**src/rtl/bp_pkg.sv**
```systemverilog
// Branch predictor package: counter encodings, counter constants, table entry
// layout and the saturating-counter step function shared by every BTB entry.
package bp_pkg;

    // Encodings of the classic 2-bit bimodal counter (MSB = predict taken).
    typedef enum logic [1:0] {
        CTR_SNT = 2'b00,
        CTR_WNT = 2'b01,
        CTR_WT  = 2'b10,
        CTR_ST  = 2'b11
    } ctr2_e;

    // Initial and ceiling values for the default 2-bit counter.
    localparam logic [1:0] CTR_INIT = CTR_WT;
    localparam logic [1:0] CTR_MAX  = CTR_ST;

    // Entry layout for the default 32-bit PC configuration.
    localparam int unsigned XLEN_DEF = 32;
    typedef struct packed {
        logic                  valid;
        logic [XLEN_DEF-3:0]   tag;
        logic [XLEN_DEF-1:0]   target;
        logic [1:0]            ctr;
    } bp_entry_t;

    // Ceiling of a w-bit counter (w < 32).
    function automatic logic [31:0] ctr_max(input int unsigned w);
        return (32'd1 << w) - 32'd1;
    endfunction

    // Weak-taken value of a w-bit counter: only the MSB set.
    function automatic logic [31:0] ctr_init(input int unsigned w);
        return 32'd1 << (w - 32'd1);
    endfunction

    // One saturating step: +1 toward ceiling on taken, -1 toward 0 otherwise.
    function automatic logic [31:0] ctr_next(input logic [31:0] ctr,
                                             input logic        taken,
                                             input int unsigned w);
        logic [31:0] nxt;
        if (taken) begin
            if (ctr == ctr_max(w)) nxt = ctr;
            else                   nxt = ctr + 32'd1;
        end else begin
            if (ctr == 32'd0)      nxt = ctr;
            else                   nxt = ctr - 32'd1;
        end
        return nxt;
    endfunction

endpackage

```
**src/rtl/bp_sat_ctr.sv**
```systemverilog
// Per-entry saturating direction counter. A load (fresh allocation) forces
// the weak-taken value; an update steps the counter toward the outcome.
module bp_sat_ctr
    import bp_pkg::*;
#(
    parameter int unsigned CTR_W = 2
) (
    input  logic             clk,
    input  logic             rst_n,
    input  logic             load,
    input  logic             upd,
    input  logic             taken,
    output logic [CTR_W-1:0] ctr
);

    logic [CTR_W-1:0] ctr_r;

    // Counter state: allocation has priority over a training update.
    always_ff @(posedge clk or negedge rst_n) begin
        if (!rst_n) begin
            ctr_r <= {CTR_W{1'b0}};
        end else if (load) begin
            ctr_r <= CTR_W'(ctr_init(CTR_W));
        end else if (upd) begin
            ctr_r <= CTR_W'(ctr_next(32'(ctr_r), taken, CTR_W));
        end else begin
            ctr_r <= ctr_r;
        end
    end

    assign ctr = ctr_r;

endmodule

```
**src/rtl/npc_bpred_btb.sv**
```systemverilog
// Next-PC generator with a fully-associative BTB and per-entry saturating
// counters. Fetch lookup is combinational; EX resolution trains the table on
// the clock edge, so a same-cycle lookup sees the pre-update contents.
// Optional build macro: BP_PERF_CNT_EN enables resolved/mispredict counters.
module npc_bpred_btb
    import bp_pkg::*;
#(
    parameter int unsigned XLEN   = 32,
    parameter int unsigned DEPTH  = 8,
    parameter int unsigned CTR_W  = 2,
    parameter int unsigned PERF_W = 32
) (
    input  logic              clk,
    input  logic              CpuRst_n,
    input  logic [XLEN-1:0]   PCF,
    input  logic              JalD,
    input  logic [XLEN-1:0]   JalTarget,
    input  logic              JalrE,
    input  logic [XLEN-1:0]   JalrTarget,
    input  logic              BranchValidE,
    input  logic              BranchTakenE,
    input  logic [XLEN-1:0]   PCE,
    input  logic [XLEN-1:0]   BranchTargetE,
    input  logic              PredTakenE,
    input  logic [XLEN-1:0]   PredTargetE,
    output logic              PredTakenF,
    output logic [XLEN-1:0]   PredTargetF,
    output logic              MispredE,
    output logic [XLEN-1:0]   PC_In,
    output logic [PERF_W-1:0] BranchCnt,
    output logic [PERF_W-1:0] MispredCnt
);

    localparam int unsigned TAG_W = XLEN - 2;
    localparam int unsigned PTR_W = $clog2(DEPTH);
    localparam logic [XLEN-1:0] PC_STEP = XLEN'(32'd4);

    logic             valid_r [DEPTH];
    logic [TAG_W-1:0] tag_r   [DEPTH];
    logic [XLEN-1:0]  tgt_r   [DEPTH];
    logic [CTR_W-1:0] ctr_s   [DEPTH];
    logic [PTR_W-1:0] ptr_r;

    logic             hit_f_s, hit_e_s;
    logic [PTR_W-1:0] idx_f_s, idx_e_s;
    logic [DEPTH-1:0] load_s, upd_s;
    logic             mispred_s;

    // Two independent CAM searches: fetch PC and resolving EX PC.
    always_comb begin
        hit_f_s = 1'b0;
        idx_f_s = {PTR_W{1'b0}};
        hit_e_s = 1'b0;
        idx_e_s = {PTR_W{1'b0}};
        for (int i = 0; i < int'(DEPTH); i++) begin
            if (valid_r[i] && (tag_r[i] == PCF[XLEN-1:2])) begin
                hit_f_s = 1'b1;
                idx_f_s = PTR_W'(i);
            end else begin
                hit_f_s = hit_f_s;
            end
            if (valid_r[i] && (tag_r[i] == PCE[XLEN-1:2])) begin
                hit_e_s = 1'b1;
                idx_e_s = PTR_W'(i);
            end else begin
                hit_e_s = hit_e_s;
            end
        end
    end

    // Fetch prediction and EX misprediction; all forced quiet while in reset.
    always_comb begin
        if (CpuRst_n && hit_f_s) begin
            PredTakenF  = ctr_s[idx_f_s][CTR_W-1];
            PredTargetF = tgt_r[idx_f_s];
        end else begin
            PredTakenF  = 1'b0;
            PredTargetF = {XLEN{1'b0}};
        end
        mispred_s = CpuRst_n & BranchValidE &
                    ((PredTakenE != BranchTakenE) |
                     (BranchTakenE & (PredTargetE != BranchTargetE)));
        MispredE  = mispred_s;
    end

    // Next-PC redirect priority: JALR, mispredict, JAL, prediction, sequential.
    always_comb begin
        if (!CpuRst_n) begin
            PC_In = PCF + PC_STEP;
        end else if (JalrE) begin
            PC_In = JalrTarget;
        end else if (mispred_s) begin
            if (BranchTakenE) PC_In = BranchTargetE;
            else              PC_In = PCE + PC_STEP;
        end else if (JalD) begin
            PC_In = JalTarget;
        end else if (PredTakenF) begin
            PC_In = PredTargetF;
        end else begin
            PC_In = PCF + PC_STEP;
        end
    end

    // Per-entry strobes: train on hit, allocate the round-robin slot on taken miss.
    always_comb begin
        upd_s  = {DEPTH{1'b0}};
        load_s = {DEPTH{1'b0}};
        for (int i = 0; i < int'(DEPTH); i++) begin
            upd_s[i]  = BranchValidE & hit_e_s & (idx_e_s == PTR_W'(i));
            load_s[i] = BranchValidE & ~hit_e_s & BranchTakenE & (ptr_r == PTR_W'(i));
        end
    end

    // Table tags/targets and allocation pointer (oldest entry is the victim).
    always_ff @(posedge clk or negedge CpuRst_n) begin
        if (!CpuRst_n) begin
            for (int i = 0; i < int'(DEPTH); i++) begin
                valid_r[i] <= 1'b0;
                tag_r[i]   <= {TAG_W{1'b0}};
                tgt_r[i]   <= {XLEN{1'b0}};
            end
            ptr_r <= {PTR_W{1'b0}};
        end else if (BranchValidE) begin
            if (hit_e_s) begin
                if (BranchTakenE) tgt_r[idx_e_s] <= BranchTargetE;
            end else if (BranchTakenE) begin
                valid_r[ptr_r] <= 1'b1;
                tag_r[ptr_r]   <= PCE[XLEN-1:2];
                tgt_r[ptr_r]   <= BranchTargetE;
                ptr_r          <= ptr_r + PTR_W'(1);
            end
        end
    end

    for (genvar g = 0; g < int'(DEPTH); g++) begin : g_ctr
        bp_sat_ctr #(.CTR_W(CTR_W)) u_ctr (
            .clk   (clk),
            .rst_n (CpuRst_n),
            .load  (load_s[g]),
            .upd   (upd_s[g]),
            .taken (BranchTakenE),
            .ctr   (ctr_s[g])
        );
    end

`ifdef BP_PERF_CNT_EN
    logic [PERF_W-1:0] bcnt_r, mcnt_r;

    // Saturating performance counters for resolved and mispredicted branches.
    always_ff @(posedge clk or negedge CpuRst_n) begin
        if (!CpuRst_n) begin
            bcnt_r <= {PERF_W{1'b0}};
            mcnt_r <= {PERF_W{1'b0}};
        end else begin
            if (BranchValidE && (bcnt_r != {PERF_W{1'b1}})) bcnt_r <= bcnt_r + PERF_W'(1);
            if (mispred_s && (mcnt_r != {PERF_W{1'b1}}))    mcnt_r <= mcnt_r + PERF_W'(1);
        end
    end

    assign BranchCnt  = bcnt_r;
    assign MispredCnt = mcnt_r;
`else
    assign BranchCnt  = {PERF_W{1'b0}};
    assign MispredCnt = {PERF_W{1'b0}};
`endif

endmodule

```
**config.mk**
```make
export PLATFORM = sky130hd
export DESIGN_NAME = npc_bpred_btb
export DESIGN_NICKNAME = d
export VERILOG_FILES = /design/src/rtl/bp_pkg.sv /design/src/rtl/bp_sat_ctr.sv /design/src/rtl/npc_bpred_btb.sv
export SDC_FILE = /design/constraint.sdc
export NUM_CORES = 2
export LEC_CHECK = 0
export BUFFER_PORTS_ARGS = -buffer_cell sky130_fd_sc_hd__buf_4
export CORE_UTILIZATION = 56
export DETAILED_ROUTE_END_ITERATION = 8
export PLACE_DENSITY = 0.75
export SYNTH_ARGS = -nofsm -noshare
export SYNTH_HDL_FRONTEND = slang
export SYNTH_SLANG_ARGS = --single-unit
```
**constraint.sdc**
```tcl
create_clock -name clk -period 7 [get_ports clk]
set_input_delay 0.7 -clock clk [delete_from_list [all_inputs] [get_ports clk]]
set_output_delay 0.7 -clock clk [all_outputs]
set_load 0.02 [all_outputs]
```
==> results.json <==
{
  "synth_edf_count": 0,
  "p_leak_uw": 0.0151,
  "drt_first_pass_iters": 9,
  "synth_area_per_cell_um2": 10.3,
  "fin_crit_sh_pct": 90.6,
  "critPathMaxFanout": 40,
  "grt_pass1_wl_mm": 192,
  "cts_resized": 0,
  "yosysTopAreaCell": "dfrtp_1",
  "cp_data_arrival_time_ns": 5.64,
  "die_area_mm2": 0.0599,
  "clock_latency_ns": 0.64,
  "setup_viol": 0,
  "fmax_mhz": 158,
  "vias": 28000,
  "end_kind": "output port",
  "synthArstFlopShare_pct": 100,
  "drv_slew": 3,
  "clock-sinks": 523,
  "tightestPinTransition_ns": 1.61,
  "drive_gt1_share_pct": 27.5,
  "routedWlPerCell_um": 32.6,
  "synth_top_area_share_pct": 39.6,
  "ys_types": 91,
  "grt_start_max_net_pins": 149,
  "yosysSeqAreaShare_pct": 39.6,
  "die_w_um": 245,
  "r2r_setup_slack_ns": 1.81,
  "hold_path.class": "in -> async",
  "drt_first_iter_violations": 3461,
  "post-cts-setup-buffers": 0,
  "synthTopCellsByArea": "dfrtp_1 (40%), mux2_2 (16%), xnor2_1 (12%)",
  "die_h_um": 245,
  "maxCapViolations": 1,
  "postSynthCellCount": 3220,
  "yosysWarnings": 0,
  "cp.required_ns": 6.30,
  "timing.rr.start": "tag_r[1]",
  "cts_tree": "yes",
  "antenna_found_initial": 1,
  "netlist_area_mm2": 0.0330,
  "cellPowerDensity_mw_per_mm2": 371,
  "relSlewSlack_pct": -10.2,
  "port_buffers": 264,
  "layout_commonest_cell": "dfrtp_1",
  "dp_hpwl_mm": 93.4,
  "numCtsBuffers": 59,
  "ctsRootBufferMaster": "clkbuf_16",
  "grt_pass1_vias": 27900,
  "outcome": "finished, violations left",
  "viasPerCell": 6.74,
  "crit_type": "reg -> out",
  "m1WireLength_mm": 50.7,
  "hold_viol": 0,
  "highest_layer": "met5",
  "wl_met2_mm": 59.1,
  "r2r-end": "tgt_r[85]",
  "fp-row-count": 88,
  "dpl_cell_area_mm2": 0.0350,
  "io_pins": 329,
  "nets": 3542,
  "grt_usage_pct": 44.7,
  "final_cells": 4149,
  "synth-seq-cells": 523,
  "rsz0062_at_grt": "no",
  "finalCriticalPeriod_ns": 6.34,
  "routed_wl_mm": 135,
  "dominantRegCellSynth": "dfrtp_1",
  "drc": 0,
  "gp_congestion": 1.04,
  "start_util_pct": 56.9,
  "core_mm2": 0.0580,
  "irDropWorstVdd_mv": 0.255,
  "overflow": 0,
  "cts_max_level": 2,
  "final_area_mm2": 0.0370,
  "start_kind": "register",
  "finalSetupTns_ns": 0,
  "clkSlewWorstSetupHoldPaths_ns": 0.07,
  "dp_cells": 4039,
  "clock_skew_ns": 0.0369,
  "ff2ff_path_depth": 10,
  "cts_buffer_depth": 3,
  "ant_nets": 0,
  "wl_met3_mm": 14.9,
  "violations": "max-capacitance violations, max-slew violations",
  "final_cell_mix": "dfrtp_1 (523), mux2_2 (467), xnor2_1 (451)",
  "hold_buffers": 0,
  "syn2layout_area_growth_pct": 12.0
}
sequential cells by signal, summed over array words and instances (netlist names):
name	cells
tgt_r	256
tag_r	240
g_ctr.u_ctr.ctr	16
ptr_r	3
valid_r	8
metal layers:
metal	global-route usage [%]	vias to the layer above
met3	10.8	565
met5	0	-
met1	57.1	13900
met4	29.9	2
li1	-	11500
met2	67.3	1934
cell families (layout without fill, tap and decap cells):
family / Yosys count / after routing / synth area share [%]
and+or+nand+nor: 789 / 789 / 12.5
xor gates and xnor gates: 573 / 573 / 15.2
muxes: 531 / 531 / 17.9
DFF: 523 / 523 / 39.6
AOI/OAI and AO/OA: 413 / 413 / 8.60
buffers and inverters: 382 / 482 / 5.80
adders and majority gates: 8 / 8 / 0.303
other: 1 / 65 / 0.0114
layout make-up:
cell class	count	area, um2
multi-input combinational	2378	18300
inverter	62	233
clock inverter	25	280
timing repair buffer	311	2370
tap	765	957
antenna	1	2.50
clock buffer	84	1720
sequential	523	13100
fill	4655	21100
cells in the mapped netlist, drive strengths merged, types with 6 or more instances:
cell / number
xor2: 121
o211ai: 18
nor3: 23
nor2: 97
or4: 13
o311ai: 9
a221o: 14
dfrtp: 523
or2: 13
nor4: 54
a22o: 9
o221ai: 13
o22ai: 23
clkbuf: 133
nand3: 119
o31ai: 10
a21oi: 77
nor2b: 8
inv: 62
a2111oi: 16
a21o: 6
xnor2: 452
and2: 22
or3: 6
a211oi: 10
a221oi: 19
and3: 34
mux2: 471
nand2: 203
a31oi: 22
o41ai: 8
nand4: 163
nand2b: 15
ha: 8
o21ai: 116
buf: 187
mux2i: 60
how the worst max path moves through the flow:
stage                     startpoint  slack [ns]              end
after floorplan              PCF[30]        2.02  PredTargetF[31]
after global placement        PCF[3]        0.93         PC_In[8]
after detailed placement      PCF[3]        0.94         PC_In[8]
after CTS                 tag_r[151]        0.82         PC_In[8]
after global routing      tag_r[166]        0.45         PC_In[8]
final                     tag_r[140]        0.66  PredTargetF[16]
worst max-delay path: stages (launching register included):
cell,delay (ns)
dfrtp_1,0.42
xnor2_1,0.27
nand4b_1,0.14
nor4_1,0.45
nand4_2,0.41
a311o_1,0.65
nand2_4,0.61
nand2_1,0.13
and3_1,0.22
a2111oi_0,1.33
buf_4,0.33
where the power goes:
part | switching (uW) | internal (uW)
clock | 1330 | 1890
sequential | 1430 | 4440
combinational | 2220 | 2410
through the flow:
stage	hold WS [ns]	setup slack [ns]	power (uW)	util, %
floorplan	0.404	2.02	8890	-
global placement	0.473	0.926	10200	60.3
detailed placement	0.485	0.941	10400	60.3
CTS	0.179	0.816	13600	63.7
global route	0.226	0.451	14300	63.7
finish	0.104	0.659	13700	63.7
No activity file was read; power rests on OpenSTA's default activity.
